===== config.mk =====
export PLATFORM = sky130hd
export DESIGN_NAME = fetch_stage
export DESIGN_NICKNAME = d
export VERILOG_FILES = /design/src/rtl/fetch_stage.sv
export SDC_FILE = /design/constraint.sdc
export NUM_CORES = 1
export LEC_CHECK = 0
export BUFFER_PORTS_ARGS = -buffer_cell sky130_fd_sc_hd__buf_2
export CORE_MARGIN = 5
export CORE_UTILIZATION = 34
export DETAILED_ROUTE_END_ITERATION = 8
export PLACE_DENSITY = 0.56
export SETUP_SLACK_MARGIN = 0.05
export SYNTH_ARGS = -nofsm -noshare
export SYNTH_HDL_FRONTEND = slang
export SYNTH_SLANG_ARGS = --single-unit
export TNS_END_PERCENT = 30

===== constraint.sdc =====
create_clock -name clk -period 7.3 [get_ports clk]
set_input_delay 0.365 -clock clk [delete_from_list [all_inputs] [get_ports clk]]
set_output_delay 0.365 -clock clk [all_outputs]
set_load 0.01 [all_outputs]

===== src/rtl/fetch_stage.sv =====
`default_nettype none
// ============================================================================
//  Module   : fetch_stage
//  Purpose  : Instruction-fetch stage of the pipelined LEGv8 CPU. Owns the
//             program counter, drives the instruction-memory address and
//             registers the fetched instruction plus its PC into the IF/ID
//             boundary. Honours a load-use stall and a taken-branch redirect
//             (redirect wins), and keeps fetch / bubble counters for CPI.
//  Ports    : clk, rst          - clock, asynchronous active-high reset
//             stall             - hold PC and IF/ID
//             br_taken/br_target- redirect fetch, squash IF/ID with a NOP
//             imem_addr/instr   - combinational instruction-memory port
//             pc_out            - current PC
//             instr_out, pcaddr_out, valid_out - IF/ID contents
//             fetch_cnt, bubble_cnt            - free-running counters
//  Revision : 1.0 - initial release
// ============================================================================
module fetch_stage #(
  parameter logic [63:0] RESET_PC  = 64'h0,
  parameter logic [31:0] NOP_INSTR = 32'hD503201F
) (
  input  logic        clk,
  input  logic        rst,
  input  logic        stall,
  input  logic        br_taken,
  input  logic [63:0] br_target,
  output logic [63:0] imem_addr,
  input  logic [31:0] imem_instr,
  output logic [63:0] pc_out,
  output logic [31:0] instr_out,
  output logic [63:0] pcaddr_out,
  output logic        valid_out,
  output logic [31:0] fetch_cnt,
  output logic [31:0] bubble_cnt
);

  localparam logic [63:0] c_ALIGN_MASK = 64'hFFFF_FFFF_FFFF_FFFC;
  localparam logic [63:0] c_PC_STEP    = 64'd4;

  logic [63:0] pc_q,      pc_d;
  logic [31:0] instr_q,   instr_d;
  logic [63:0] pcaddr_q,  pcaddr_d;
  logic        valid_q,   valid_d;
  logic [31:0] fcnt_q,    fcnt_d;
  logic [31:0] bcnt_q,    bcnt_d;

  // Next-state selection. Redirect beats stall: whatever is stalled in
  // IF/ID sits on the wrong path once a branch resolves taken.
  always_comb begin
    pc_d     = pc_q;
    instr_d  = instr_q;
    pcaddr_d = pcaddr_q;
    valid_d  = valid_q;
    fcnt_d   = fcnt_q;
    bcnt_d   = bcnt_q;
    if (br_taken) begin
      // Low address bits are dropped rather than faulting.
      pc_d     = br_target & c_ALIGN_MASK;
      instr_d  = NOP_INSTR;
      pcaddr_d = 64'd0;
      valid_d  = 1'b0;
      bcnt_d   = bcnt_q + 32'd1;
    end else if (stall) begin
      bcnt_d   = bcnt_q + 32'd1;
    end else begin
      pc_d     = pc_q + c_PC_STEP;   // 64-bit modulo, wrap is silent
      instr_d  = imem_instr;
      pcaddr_d = pc_q;
      valid_d  = 1'b1;
      fcnt_d   = fcnt_q + 32'd1;
    end
  end

  always_ff @(posedge clk or posedge rst) begin
    if (rst) begin
      pc_q     <= RESET_PC & c_ALIGN_MASK;
      instr_q  <= NOP_INSTR;
      pcaddr_q <= 64'd0;
      valid_q  <= 1'b0;
      fcnt_q   <= 32'd0;
      bcnt_q   <= 32'd0;
    end else begin
      pc_q     <= pc_d;
      instr_q  <= instr_d;
      pcaddr_q <= pcaddr_d;
      valid_q  <= valid_d;
      fcnt_q   <= fcnt_d;
      bcnt_q   <= bcnt_d;
    end
  end

  // Memory address is the PC itself; no pipeline register in between.
  assign imem_addr  = pc_q;
  assign pc_out     = pc_q;
  assign instr_out  = instr_q;
  assign pcaddr_out = pcaddr_q;
  assign valid_out  = valid_q;
  assign fetch_cnt  = fcnt_q;
  assign bubble_cnt = bcnt_q;

endmodule
`default_nettype wire


Word level (Yosys, flattened, before mapping)
Index checks and enable logic that the tools add are counted.
W data, S select, Z words.
{"block": "word_totals", "input_bits": 100, "elab_cells": 24, "ff_bits": 225}
{"block": "classes", "addsub": 3, "bitwise_logic": 2, "mux": 10, "eq_ne": 1, "n_reduce_logical": 2}
{"operator": "$mux W64", "n": 4}
{"operator": "$mux W32", "n": 4}
{"operator": "$add A32 B1 Y32 const B", "n": 2}
{"operator": "$add A64 B3 Y64 const B", "n": 1}
{"operator": "$mux W1", "n": 2}
{"operator": "$ne A2 B1 Y1 const B", "n": 1}
{"operator": "$not A1 Y1", "n": 2}
{"operator": "$reduce_and A2 Y1", "n": 1}
{"operator": "$reduce_bool A2 Y1", "n": 1}

Depth between registers and ports, before layout
{"block": "logic_depth", "ltp_word": 3, "ltp_mapped": 7, "ltp_nobuf": 6}

Worst setup path before layout
No wires, ideal clock.
{"block": "synth_path", "path_kind": "reg-to-reg", "start": "register pc_q[36], in the netlist imem_addr[36]", "end": "register pc_q[49], in the netlist imem_addr[49]", "required_time_ns": 7.218, "setup_ns": 0.082, "period_less_slack_ns": 2.216, "arrival_time_ns": 2.134, "path_slack_ns": 5.084, "path_stages_with_launch": 6, "path_cell_list": "dfrtp_1 nand4_2 or2_1 or4_4 or4_1 a31oi_1"}
{"block": "synth_via", "elab_chain_len": 3}
{"item": "start: declaration", "line_no": "40", "rtl": "logic [63:0] pc_q, pc_d;"}
{"item": "start signal: assignment", "line_no": "76", "rtl": "pc_q <= RESET_PC & c_ALIGN_MASK;"}
{"item": "start signal: assignment", "line_no": "83", "rtl": "pc_q <= pc_d;"}
{"item": "$add A64 B3 Y64", "line_no": "66", "rtl": "pc_d = pc_q + c_PC_STEP;"}
{"item": "$mux W64", "line_no": "63", "rtl": "end else if (stall) begin"}
{"item": "$mux W64", "line_no": "56", "rtl": "if (br_taken) begin"}
No other way between the ends. The select of a mux whose other input is x is not followed.
A chain may end at the register's enable or synchronous reset.

Final worst setup path
{"block": "layout_path", "start": "register pc_q[5], in the netlist imem_addr[5]", "end": "register pc_q[62], in the netlist imem_addr[62]"}
Same word-level chain as after synthesis.

==> metrics.txt <==
status=finished, violations left; failing checks=hold timing; Overall Global Routing Usage=0.175; vias in the first global route=8,702; Worst VDD drop=0.163 mV; Wirelength per Cell=18.1 µm; Area contributors post-synth=dfrtp_1, mux2i_1, buf_4, nor2_1, xnor2_1; final count of hold timing violations=21; post-synth top area share=0.487; Critical Path Source=imem_addr[5]; Worst Path Max Fanout=27; r2r setup slk=4.02 ns; PortBufs=382; CTS root buffer=clkbuf_16; Routed Antenna Nets=0; reg2reg path depth=5; Net Sw Power=0.000933 W; crit end category=register; WHS=-0.0101 ns; io pins=389; Max Cap Viol=0; post-synthesis cell area=0.0107 mm²; Clk pin slew, worst setup/hold paths=0.06 ns; Mean Syn Cell Area=10.2 µm²; PwrDens=242 mW/mm²; top_reg_cell synth=dfrtp_1; filler instances=3,209; Worst Path Required=7.74 ns; arrival time at the worst endpoint=3.71 ns; CP Class=register to register; Yosys top cell by area=dfrtp_1; post-detailed-route DRC marker count=0; DP Area=0.0126 mm²; pin count of the biggest net entering global routing=120; number of flops mapped to enable cells by yosys=0; post-cts resize count=0; Power Internal=0.00231 W; maximum clock path buffer count=3; routed via count=8,855; CTS Sinks=222; sequential share of power=0.457; Final Util=0.426; startpoint types=register; Worst Hold Class=input pin to asynchronous set/reset pin; DIE AREA=0.0352 mm²; reg-to-reg startpoint=imem_addr[5]; setup TNS=0 ns; Initial Util=0.342; async set-reset flop share out of synthesis=1.00; Initial DRC Count=532; Critical Path Sink=imem_addr[62]; layout cells sized above 1=0.329; Vias/cell=4.97; Post-CTS Setup Bufs=0; num rows=65; Die Ht=188 µm; Slew @ Worst Pin=0.988 ns; Post-CTS Hold Fix Bufs=0; Switching Share=0.288; area delta synth->final=24.6%; sequential area share after synthesis=0.519; nets=1,464; relative slew slack=0.335; die width=188 µm; fmax=305 MHz; Logic pwr share=0.155; Std-Cell Core Area=0.0314 mm²; Final Cycle Share=0.449; fin area=0.0134 mm²; top-count cell post-synth=dfrtp_1; synthesized netlist cell count=1,052; Final GP Congestion=0.792; top cells by count, synth=dfrtp_1, nor2_1, nand2_1; Setup-failing EPs final=0; CTS tree=done; final WL=32,200 µm; Layout Skew=0.0151 ns; global route total overflow=0; Clk pwr share=0.388; initial antenna violation count=2; wire length of the first global-routing pass=50,700 µm; fin crit period=3.28 ns; yosys synthesis warning count=0; H-tree levels=1; Yosys reg bits=222; RSZ-0062 raised after global routing=no; Static Leak=6.68 nW; DP HPWL=22,500 µm; distinct cell type count after synthesis=51; cts bufs inserted=26; total power=0.00324 W; First-pass DRT Iterations=5; Slew Limit Fails=0; Worst-Skew Late Latency=0.53 ns; Worst R2R End=imem_addr[62]
==> layer usage <==
layer  GRT usage  part of all wire
met1       0.236              0.45
met2       0.283              0.46
met3      0.0484             0.075
met4      0.0367             0.019
met5           0           0.00040
==> registers in the layout, summed over array words and instances, names as in the netlist <==
name,cells
valid_out,1
pcaddr_out,63
fetch_cnt,32
instr_out,32
imem_addr,62
bubble_cnt,32
==> power by group through the flow <==
stage | sequential, W | combinational (W) | clock (W)
global route | 0.00150 | 0.000561 | 0.00136
floorplan | 0.00151 | 0.000284 | 0
finish | 0.00148 | 0.000503 | 0.00126
global placement | 0.00150 | 0.000508 | 0
detailed placement | 0.00150 | 0.000511 | 0
CTS | 0.00148 | 0.000514 | 0.00130
==> worst min-delay path by stage <==
stage / startpoint / end / slack [ns] / depth (start not counted)
after global placement: bubble_cnt[31] / bubble_cnt[31] / 0.46 / 1
final: rst / instr_out[15] / -0.01 / 2
after global routing: br_target[33] / imem_addr[33] / 0.03 / 3
after floorplan: br_target[45] / imem_addr[45] / 0.48 / 2
after detailed placement: fetch_cnt[31] / fetch_cnt[31] / 0.46 / 1
after CTS: rst / imem_addr[2] / 0.01 / 2
==> critical path: stages, from the launching register on <==
cell and delay [ns]:
dfrtp_1 0.60, nand4_1 0.45, nor3_1 0.44, nand3_1 0.76, or4_1 0.74, a31oi_1 0.18
==> cells by family (layout without fill, tap and decap cells) <==
family,count (synthesis),count (layout),share of synthesized area
flip-flops,222,222,0.519
AND/OR/NAND/NOR,422,422,0.193
XOR/XNOR,96,96,0.0783
buffers and inverters,122,444,0.0666
adder cells (fa/ha/maj),3,3,0.00350
AO/OA/AOI/OAI,87,87,0.0471
multiplexers,99,99,0.0926
other,1,5,0.000349
==> placed cells by master, fill, tap and decap left out, types with 16 or more instances in the layout <==
cell type / count
a31oi_1: 18
buf_2: 380
clkbuf_16: 27
dfrtp_1: 209
mux2i_1: 96
nand2_1: 97
nand3_1: 54
nand4_1: 42
nor2_1: 128
nor3_1: 16
o21ai_0: 51
xnor2_1: 52
xor2_1: 44
==> layout make-up <==
class,instances,area (µm²),area share
multi-input cells,711,4460,0.333
inverters,11,48.8,0.00365
diodes,1,2.50,0.000187
flip-flops and latches,222,5570,0.416
repair buffers,389,1980,0.148
clock inverters,4,45.0,0.00337
clock buffers,40,774,0.0579
well taps,402,503,0.0376
==> metrics by stage <==
stage,instances,worst slack [ns]
after floorplan,1055,0.879
after global placement,1735,4.03
after detailed placement,1735,3.95
after CTS,1779,4.00
after global routing,1780,3.78
final,1780,4.02
(Power assumes the default switching activity.)
